--- src/rtl/code_transmitter.sv ---
// Framed serializer: start bit, DATA_WIDTH data bits MSB first, GAP_BITS idle bits.
// A one-entry holding buffer lets the next word queue so frames can run back-to-back.
`timescale 1ns/1ps
module code_transmitter #(
    parameter int DATA_WIDTH   = 8,
    parameter int CLKS_PER_BIT = 1,
    parameter int GAP_BITS     = 1
) (
    input  logic                  clock,
    input  logic                  reset,
    input  logic [DATA_WIDTH-1:0] in_data,
    input  logic                  in_valid,
    output logic                  in_ready,
    output logic                  io_output,
    output logic                  busy,
    output logic                  frame_done
);

    localparam int BIT_MAX = (DATA_WIDTH > GAP_BITS) ? DATA_WIDTH : GAP_BITS;
    localparam int BCW     = (BIT_MAX > 1) ? $clog2(BIT_MAX) : 1;
    localparam int CCW     = (CLKS_PER_BIT > 1) ? $clog2(CLKS_PER_BIT) : 1;
    localparam logic [BCW-1:0] DATA_LAST = BCW'(DATA_WIDTH - 1);
    localparam logic [BCW-1:0] GAP_LAST  = BCW'((GAP_BITS > 0) ? GAP_BITS - 1 : 0);
    localparam logic [CCW-1:0] CLK_LAST  = CCW'(CLKS_PER_BIT - 1);

    typedef enum logic [1:0] {IDLE, START, DATA, GAP} state_t;

    state_t                state_q, state_d;
    logic [DATA_WIDTH-1:0] hold_q, hold_d;
    logic [DATA_WIDTH-1:0] shift_q, shift_d;
    logic                  hold_valid_q, hold_valid_d;
    logic [CCW-1:0]        clk_cnt_q, clk_cnt_d;
    logic [BCW-1:0]        bit_cnt_q, bit_cnt_d;
    logic                  io_q, io_d;
    logic                  done_q, done_d;
    logic                  accept;
    logic                  period_end;
    logic                  load;
    logic                  eof;

    assign in_ready   = !hold_valid_q;
    assign accept     = in_valid && !hold_valid_q;
    // With CLKS_PER_BIT=1 CLK_LAST is 0 and every cycle closes a bit period.
    assign period_end = (clk_cnt_q == CLK_LAST);
    assign io_output  = io_q;
    assign busy       = (state_q != IDLE);
    assign frame_done = done_q;

    always_comb begin
        state_d   = state_q;
        shift_d   = shift_q;
        clk_cnt_d = clk_cnt_q;
        bit_cnt_d = bit_cnt_q;
        io_d      = io_q;
        done_d    = 1'b0;
        load      = 1'b0;
        eof       = 1'b0;

        if (state_q != IDLE) begin
            clk_cnt_d = period_end ? '0 : clk_cnt_q + 1'b1;
        end

        case (state_q)
            IDLE: begin
                if (hold_valid_q) begin
                    load = 1'b1;
                end
            end
            START: begin
                if (period_end) begin
                    state_d   = DATA;
                    bit_cnt_d = '0;
                    io_d      = shift_q[DATA_WIDTH-1];
                end
            end
            DATA: begin
                if (period_end) begin
                    if (bit_cnt_q == DATA_LAST) begin
                        if (GAP_BITS > 0) begin
                            state_d   = GAP;
                            bit_cnt_d = '0;
                            io_d      = 1'b0;
                        end else begin
                            eof = 1'b1;
                        end
                    end else begin
                        shift_d   = shift_q << 1;
                        bit_cnt_d = bit_cnt_q + 1'b1;
                        io_d      = shift_q[DATA_WIDTH-2];
                    end
                end
            end
            GAP: begin
                if (period_end) begin
                    if (bit_cnt_q == GAP_LAST) begin
                        eof = 1'b1;
                    end else begin
                        bit_cnt_d = bit_cnt_q + 1'b1;
                    end
                end
            end
            default: state_d = IDLE;
        endcase

        // A queued word at end-of-frame starts the next frame with no idle cycle.
        if (eof) begin
            done_d = 1'b1;
            if (hold_valid_q) begin
                load = 1'b1;
            end else begin
                state_d = IDLE;
                io_d    = 1'b0;
            end
        end

        if (load) begin
            state_d   = START;
            shift_d   = hold_q;
            io_d      = 1'b1;
            clk_cnt_d = '0;
        end
    end

    always_comb begin
        hold_d       = hold_q;
        hold_valid_d = hold_valid_q;
        if (load) begin
            hold_valid_d = 1'b0;
        end
        if (accept) begin
            hold_d       = in_data;
            hold_valid_d = 1'b1;
        end
    end

    always_ff @(posedge clock or negedge reset) begin
        if (!reset) begin
            state_q      <= IDLE;
            hold_valid_q <= 1'b0;
            clk_cnt_q    <= '0;
            bit_cnt_q    <= '0;
            io_q         <= 1'b0;
            done_q       <= 1'b0;
        end else begin
            state_q      <= state_d;
            hold_valid_q <= hold_valid_d;
            clk_cnt_q    <= clk_cnt_d;
            bit_cnt_q    <= bit_cnt_d;
            io_q         <= io_d;
            done_q       <= done_d;
        end
    end

    // Data registers are qualified by state/hold_valid, so they need no reset.
    always_ff @(posedge clock) begin
        hold_q  <= hold_d;
        shift_q <= shift_d;
    end

endmodule
--- config.mk ---
export PLATFORM = sky130hd
export DESIGN_NAME = code_transmitter
export DESIGN_NICKNAME = d
export VERILOG_FILES = /design/src/rtl/code_transmitter.sv
export SDC_FILE = /design/constraint.sdc
export NUM_CORES = 1
export LEC_CHECK = 0
export ABC_AREA = 1
export ABC_CLOCK_PERIOD_IN_PS = 2700
export CORE_MARGIN = 5
export CORE_UTILIZATION = 57
export DETAILED_ROUTE_END_ITERATION = 6
export GPL_TIMING_DRIVEN = 0
export PLACE_DENSITY = 0.81
export SYNTH_ARGS = -nofsm -noshare
export SYNTH_HDL_FRONTEND = slang
export SYNTH_SLANG_ARGS = --single-unit
--- constraint.sdc ---
create_clock -name clock -period 2.7 [get_ports clock]
set_input_delay 0.675 -clock clock [delete_from_list [all_inputs] [get_ports clock]]
set_output_delay 0.675 -clock clock [all_outputs]
set_load 0.03 [all_outputs]
== Word-level counts from Yosys, hierarchy flattened ==
Cells that the tools add are included.
W data, S select, Z words.

* Add/sub/neg operators: 2
* Multipliers: 0
* Div/mod/pow operators: 0
* Order comparisons: 0
* Equal/unequal tests: 10
* Shifts and indexed selects: 0
* Muxes and demuxes: 37
* Bitwise operators: 0
* Reduce and logical (&&, ||, !) cells: 11

{| class="wikitable"
|+ Operators with widths
! kind !! count
|-
| $mux W8 || 4
|-
| $mux W1 || 19
|-
| $mux W3 || 5
|-
| $mux W2 || 6
|-
| $ne A2 B2 Y1 const B || 5
|-
| $pmux W3 S3 || 1
|-
| $reduce_bool A2 Y1 || 4
|-
| $reduce_and A5 Y1 || 1
|-
| $eq A2 B2 Y1 const B || 2
|-
| $pmux W2 S2 || 1
|-
| $add A3 B1 Y3 const B || 1
|-
| $eq A3 B3 Y1 const B || 1
|-
| $logic_not A3 Y1 || 1
|-
| $reduce_and A3 Y1 || 1
|-
| $reduce_bool A3 Y1 || 1
|-
| $eq A2 B1 Y1 const B || 1
|-
| $logic_not A2 Y1 || 1
|-
| $ne A2 B1 Y1 const B || 1
|-
| $pmux W1 S2 || 1
|-
| $add A1 B1 Y1 const B || 1
|-
| $logic_and A1 B1 Y1 || 1
|-
| $logic_not A1 Y1 || 1
|}

* Bits in registers: 25
* Bits in latches: 0
* Bits in writable memories: 0
* Memory bits (read-only): 0
* Logic and storage cells: 68
* Memories kept: 0

== Logic depth before layout (Yosys ltp) ==
Gate-level depths: netlist of the first run.

* Depth in word-level cells: 7
* Mapped depth: 8
* Mapped depth without buffers: 7

== Worst setup path after synthesis of the first run ==
No wires, ideal clock.

* Path type: register to register
* Start: reg state_q[0]
* End: reg shift_q[0] (enable)
* Library setup time: 0.297 ns
* Data arrival time: 1.373 ns
* Path slack: 1.030 ns
* Stages on the path, launching flop included: 8
* Cells stage by stage: dfrtp_1 inv_1 ha_1 inv_1 nand2_4 nand2_4 buf_6 nand2_1

* Word-level cells in the longest chain between the ends: 6
* Elaborated cells on any way between the ends: 11
* Those cells by class: eq/ne: 4; mux: 4; reduce/logical: 3

{| class="wikitable"
|+ RTL lines
! item !! line !! RTL
|-
| from (decl) || 28 || <nowiki>state_t state_q, state_d;</nowiki>
|-
| from (signal assigned) || 145 || <nowiki>state_q <= state_d;</nowiki>
|-
| $logic_not A2 Y1 || 63 || <nowiki>case (state_q)</nowiki>
|-
| $mux W1 || 63 ||
|-
| $mux W1 || 108 || <nowiki>if (hold_valid_q) begin</nowiki>
|-
| $mux W1 || 106 || <nowiki>if (eof) begin</nowiki>
|-
| $ne A2 B2 Y1 (no source line) (tied with other cells) || - ||
|-
| $reduce_and A3 Y1 (no source line) * || - ||
|-
| to (signal assigned) || 157 || <nowiki>shift_q <= shift_d;</nowiki>
|-
| to (decl) || 30 || <nowiki>logic [DATA_WIDTH-1:0] shift_q, shift_d;</nowiki>
|}

Every way passes the cells marked *; elsewhere a longest branch is shown, timed or not.
A chain may end at the register's enable or synchronous reset.

== Worst setup path after layout of the first run ==
* Start: reg state_q[0]
* End: out busy

* Word-level cells in the longest chain between the ends: 1

{| class="wikitable"
|+ RTL lines
! item !! line !! RTL
|-
| $reduce_bool A2 Y1 || 46 || <nowiki>assign busy = (state_q != IDLE);</nowiki>
|-
| to (decl) || 15 || <nowiki>output logic busy,</nowiki>
|}

No other way between the ends.

==> results by group, run 1 <==
Power
  – Reg power frac: 0.395
  – Internal power: 1.02 mW
  – Static leakage: 0.618 nW
  – P_sw: 0.654 mW
  – Pwr dens: 1240 nW/um^2
  – Clock power share: 0.152
  – Comb power frac: 0.453
  – Switching Share: 0.392
  – Worst vdd ir: 846 uV

Critical path
  – Slowest CP cell: clkdlybuf4s50_1
  – CP Class: flop to output port
  – Worst Setup SP: state_q[0]
  – Required time of the critical path: 2.03 ns
  – CP max stage delay: 0.69 ns
  – Cells along the critical path: inv_1, ha_1, inv_1, clkdlybuf4s50_1
  – Worst Setup EP: busy
  – Worst path bufs/invs: 3
  – Origin of the critical flop-to-flop path: bit_cnt_q[0]
  – R2r setup slk: 0.97 ns
  – CP endpoint kind: output port
  – WP depth: 4
  – FF-to-FF End: shift_q[6]
  – Worst-path maximum fanout: 4
  – CP Launch Type: flop
  – Worst path arrival time: 1.87 ns
  – Reg2reg path depth: 7
  – Top cell by count, worst path: inv_1
  – Delay-heaviest family, CP: buffers and inverters

Clock network
  – TritonCTS Buffers: 3
  – CTS tree: built
  – Max H-tree Level: 1
  – Clk_lat worst skew: 0.31 ns
  – CTS Buffer Depth: 2
  – Clock sink count: 24
  – Cell at the root of the clock tree: clkbuf_4
  – Clock transition time at the flip-flop clock pins of the worst setup and hold paths: 0.13 ns
  – CTS resizes: 0
  – Post-CTS setup buffer count: 0
  – Hold bufs inserted after CTS: 0

Die
  – Row count: 16
  – Die H: 54.3 um
  – Die X: 54.3 um
  – Starting Density: 0.581
  – Ports: 15
  – Core Area: 1920 um^2
  – Die ar.: 2950 um^2

Synthesis
  – Post-synthesis compound-gate area fraction: 0.0426
  – Main combinational cell family by area after synthesis: simple AND/OR/NAND/NOR gates
  – Area share of the leading cell type in the synthesized netlist: 0.430
  – Avg Cell Area, Syn: 10.7 um^2
  – Yosys warns: 0
  – Mapped Nets: 123
  – Yosys cell types: 15
  – Register area share after synthesis: 0.609
  – Xor and xnor area share after synthesis: 0
  – Mapped Cells: 104
  – Post-synthesis mux area share: 0
  – Simple-gate share of the synthesized area: 0.191
  – Mapped cell area: 1120 um^2
  – Synth Area in Adders: 0.0896
  – Main area contributors after synthesis: edfxtp_1 43%, dfrtp_1 18%, nand2_1 10%, ha_1 9.0%, inv_1 5.0%
  – FF+latch count, synth: 24
  – Cell taking the most area after synthesis: edfxtp_1

Place
  – DP HPWL: 1340 um
  – Gpl congestion: 0.877
  – Port Buffers: 14

STA
  – Skew final: 0.00426 ns
  – RSZ-0062 raised after global routing: false
  – Final setup viols: 0
  – Final Hold Viols: 0
  – Setup TNS: 0 ns
  – Slew headroom: 0.758
  – FMAX: 0.394 GHz
  – Fin. max-slew vios: 0
  – Worst slew pin tran: 0.362 ns
  – Final min period: 2.54 ns
  – Period utilisation layout: 0.941

Global routing
  – First-pass GRT wire length: 2970 um
  – Largest net degree at the start of global routing: 15
  – Initial antenna violation count: 0
  – Tot GR Track Use: 0.145
  – GRT overflow: 0
  – Vias in the first global route: 721

Route
  – Via count: 740
  – First-pass iteration count of the detailed router: 6
  – Final WL: 1710 um
  – Initial DRC Count: 19
  – Routed vias/inst: 4.97
  – Post-route ant nets: 0
  – Avg WL per Cell: 11.5 um
  – DRC viols: 0

Final layout
  – Fin util: 0.699
  – # diodes: 0
  – Layout area overhead: 20.3%
  – Fin nets: 142
  – Layout cells sized above 1: 0.0820

Status
  – Status: finished clean

Flow run
  – Max-cap violations: 0

Worst hold path
  – Tightest Hold Check Type: flop to flop
per-stage QoR:
| stage | hold WS [ns] | cells | setup WS (ns) | cell area (um^2) | total power [mW] |
|---|---|---|---|---|---|
| 6_report | 0.507 | 149 | 0.159 | 1340 | 1.67 |
| 5_1_grt | 0.533 | 149 | 0.0410 | 1340 | 1.81 |
| 4_1_cts | 0.509 | 149 | 0.141 | 1340 | 1.69 |
| 3_5_place_dp | 0.491 | 145 | 0.510 | 1290 | 1.43 |
| 3_3_place_gp | 0.489 | 145 | 0.549 | 1290 | 1.39 |
| 2_1_floorplan | 0.379 | 104 | 1.03 | 1120 | 1.22 |
kinds of logic after synthesis:
family	count (synthesis)
buf+inv	17
flops	24
fa+ha+maj	8
compound gates	9
simple gates	46
synthesized netlist by cell type (all sizes together):
cell	number
a21oi	2
buf	2
dfrtp	8
edfxtp	16
ha	8
inv	15
nand2	33
nand3	9
nor2	4
o211ai	1
o21ai	6
registers in the layout, summed over array words and instances, names as in the netlist:
name	count
hold_q	8
bit_cnt_q	3
hold_valid_q	1
shift_q	8
state_q	2
io_output	1
frame_done	1
layout make-up:
class / count / area (um^2)
Sequential cell: 24 / 681
Fill cell: 150 / 578
Multi-Input combinational cell: 63 / 362
Timing Repair Buffer: 14 / 140
Inverter: 15 / 56.3
Tap cell: 27 / 33.8
Clock inverter: 1 / 30.0
Clock buffer: 3 / 22.5
Buffer: 2 / 18.8
power by group through the flow:
| stage | Combinational (mW) | Clock [mW] | Sequential, mW |
|---|---|---|---|
| after CTS | 0.767 | 0.261 | 0.659 |
| after detailed placement | 0.757 | 0 | 0.668 |
| final | 0.757 | 0.254 | 0.659 |
| after global routing | 0.866 | 0.273 | 0.676 |
| after global placement | 0.726 | 0 | 0.662 |
| after floorplan | 0.538 | 0 | 0.678 |
cells in the final DEF, fill, tap and decap left out:
master / synthesis / layout
clkbuf_4: 0 / 3
buf_6: 1 / 1
buf_4: 1 / 1
nand3_1: 8 / 8
nand2_1: 31 / 31
dfrtp_1: 8 / 8
nand3_4: 1 / 1
nand2_4: 2 / 2
nor2_2: 1 / 1
edfxtp_1: 16 / 16
inv_1: 15 / 15
o211ai_1: 1 / 1
bufinv_16: 0 / 1
ha_1: 8 / 8
clkdlybuf4s50_1: 0 / 14
nor2_1: 3 / 3
o21ai_0: 6 / 6
a21oi_1: 2 / 2
worst min path at each step:
stage	startpoint	endpoint	slack (ns)	depth (start not counted)
finish	bit_cnt_q[2]	frame_done	0.51	1
global placement	bit_cnt_q[2]	frame_done	0.49	1
CTS	bit_cnt_q[2]	frame_done	0.51	1
global route	bit_cnt_q[2]	frame_done	0.53	1
floorplan	reset	bit_cnt_q[0]	0.38	0
detailed placement	bit_cnt_q[2]	frame_done	0.49	1
routing by layer:
metal  share of wire  vias up  routed length [um]  GRT usage
met5               0        -                   0          0
met3           0.052        2                  89     0.0354
met2            0.49       19                 841      0.257
li1                -      373                   -          -
met1            0.45      346                 767      0.165
met4          0.0053        0                   9     0.0622
(Power assumes the default switching activity.)
==> run 2: changes to the inputs <==
--- a/config.mk
+++ b/config.mk
@@ -7,7 +7,8 @@
 export LEC_CHECK = 0
 export ABC_AREA = 1
 export ABC_CLOCK_PERIOD_IN_PS = 2700
-export CORE_MARGIN = 5
+export CAP_MARGIN = 15
+export CORE_MARGIN = 2
 export CORE_UTILIZATION = 57
 export DETAILED_ROUTE_END_ITERATION = 6
 export GPL_TIMING_DRIVEN = 0
==> results by group, run 2 (synthesis results as in run 1) <==
Status
  – Status: finished clean

Final layout
  – # diodes: 0
  – Filler cells: 139
  – Commonest cells after routing, fill and taps aside: 31 x nand2_1, 16 x edfxtp_1, 15 x inv_1
  – Area of the multi-input gates: 362 um^2
  – Fin nets: 142
  – Layout cells sized above 1: 0.0820
  – Largest registers: hold_q x8, shift_q x8, bit_cnt_q x3
  – Layout area overhead: 20.3%
  – Fin util: 0.707
  – Final Instance Area: 1340 um^2
  – Commonest non-fill, non-tap cell in the layout: nand2_1
  – Reg area: 681 um^2

Global routing
  – GR peak layer: met2
  – Met2 Resource Use GR: 0.313
  – Initial antenna violation count: 0
  – Grt met1 use: 0.249
  – Met3 usage: 0.0444
  – First-pass GRT wire length: 2970 um
  – Largest net degree at the start of global routing: 15
  – GRT overflow: 0
  – Tot GR Track Use: 0.191
  – Vias in the first global route: 727

Die
  – Starting Density: 0.588
  – Die X: 48.3 um
  – Die H: 48.3 um
  – Core Area: 1900 um^2
  – Die ar.: 2330 um^2
  – Ports: 15
  – Row count: 16

Critical path
  – Slowest CP cell: clkdlybuf4s50_1
  – Worst path arrival time: 1.87 ns
  – CP max stage delay: 0.69 ns
  – Worst-path maximum fanout: 4
  – Worst Setup SP: state_q[0]
  – CP endpoint kind: output port
  – Required time of the critical path: 2.03 ns
  – Top cell by count, worst path: inv_1
  – Cells along the critical path: inv_1, ha_1, inv_1, clkdlybuf4s50_1
  – Origin of the critical flop-to-flop path: state_q[0]
  – CP Class: flop to output port
  – CP Launch Type: flop

Route
  – First-pass iteration count of the detailed router: 4
  – DRC viols: 0
  – Initial DRC Count: 17
  – Final WL: 1730 um
  – Post-route ant nets: 0
  – Via count: 730
  – Routed vias/inst: 4.90
  – Avg WL per Cell: 11.6 um

Power
  – Reg power frac: 0.397
  – Clock power share: 0.157
  – Pwr dens: 1240 nW/um^2
  – Static leakage: 0.618 nW
  – Total power draw: 1.67 mW
  – Comb power frac: 0.446
  – P_sw: 0.656 mW
  – Switching Share: 0.392
  – Worst vdd ir: 800 uV
  – Internal power: 1.02 mW

Clock network
  – Post-CTS setup buffer count: 0
  – CTS tree: built
  – Max H-tree Level: 1
  – Cell at the root of the clock tree: clkbuf_4
  – Hold bufs inserted after CTS: 0
  – TritonCTS Buffers: 3
  – CTS Buffer Depth: 2
  – CTS resizes: 0
  – Clk_lat worst skew: 0.32 ns
  – Clock sink count: 24
  – Clock transition time at the flip-flop clock pins of the worst setup and hold paths: 0.13 ns

Worst hold path
  – Worst Hold Launch: bit_cnt_q[2]
  – Tightest Hold Check Type: flop to flop

STA
  – Final Hold Viols: 0
  – Skew final: 0.00694 ns
  – Post-route setup slack: 0.156 ns
  – Period utilisation layout: 0.942
  – Final min period: 2.54 ns
  – Worst slew pin tran: 0.372 ns
  – Fin. max-slew vios: 0
  – FMAX: 0.393 GHz
  – Setup TNS: 0 ns
  – RSZ-0062 raised after global routing: false
  – Final setup viols: 0
  – Slew headroom: 0.751

Place
  – Gpl congestion: 0.827
  – Port Buffers: 14
  – Post-DP Area: 1290 um^2
  – Worst slack, placed: 0.533 ns
  – DP HPWL: 1320 um

Flow run
  – Max-cap violations: 0
## run 2: cell counts in the layout (fill, tap and decap cells not counted)
Identical to the previous run, type by type.
## run 2: layout make-up
class,count,area share
multi-input combinational,63,0.269
buffer,2,0.0140
timing repair buffer,14,0.104
sequential,24,0.507
inverter,15,0.0419
tap,27,0.0251
clock buffer,3,0.0168
clock inverter,1,0.0223
## run 2: critical path, delay by kind of cell (launching register included)
kind	cells	cell delay, ns
fa+ha+maj	1	0.20
flops	1	0.43
buf+inv	3	0.92
## run 2: power groups by stage
stage	sequential, mW	clock, mW	combinational [mW]
2_1_floorplan	0.678	0	0.538
3_3_place_gp	0.663	0	0.719
3_5_place_dp	0.672	0	0.748
4_1_cts	0.664	0.265	0.755
5_1_grt	0.682	0.281	0.858
6_report	0.663	0.263	0.746
## run 2: path summary, 6_finish.rpt
kind                                      to  slack (ns)  cells past startpoint
worst max-delay path                    busy        0.16                      4
worst min-delay path              frame_done        0.52                      1
worst max register to register    shift_q[7]        0.95                      6
worst min register to register    frame_done        0.52                      1
max in group asynchronous       hold_valid_q        1.82                      1
min in group asynchronous          io_output        0.61                      1
## run 2: metrics by stage
| step | cells | hold WS [ns] |
|---|---|---|
| 6_report | 149 | 0.516 |
| 5_1_grt | 149 | 0.564 |
| 4_1_cts | 149 | 0.523 |
| 3_5_place_dp | 145 | 0.501 |
| 3_3_place_gp | 145 | 0.489 |
| 2_1_floorplan | 104 | 0.379 |
## run 2: metal layers
layer	vias to the layer above	wire length (um)
li1	370	-
met1	335	761
met2	23	841
met3	2	100
met4	0	23
met5	-	0
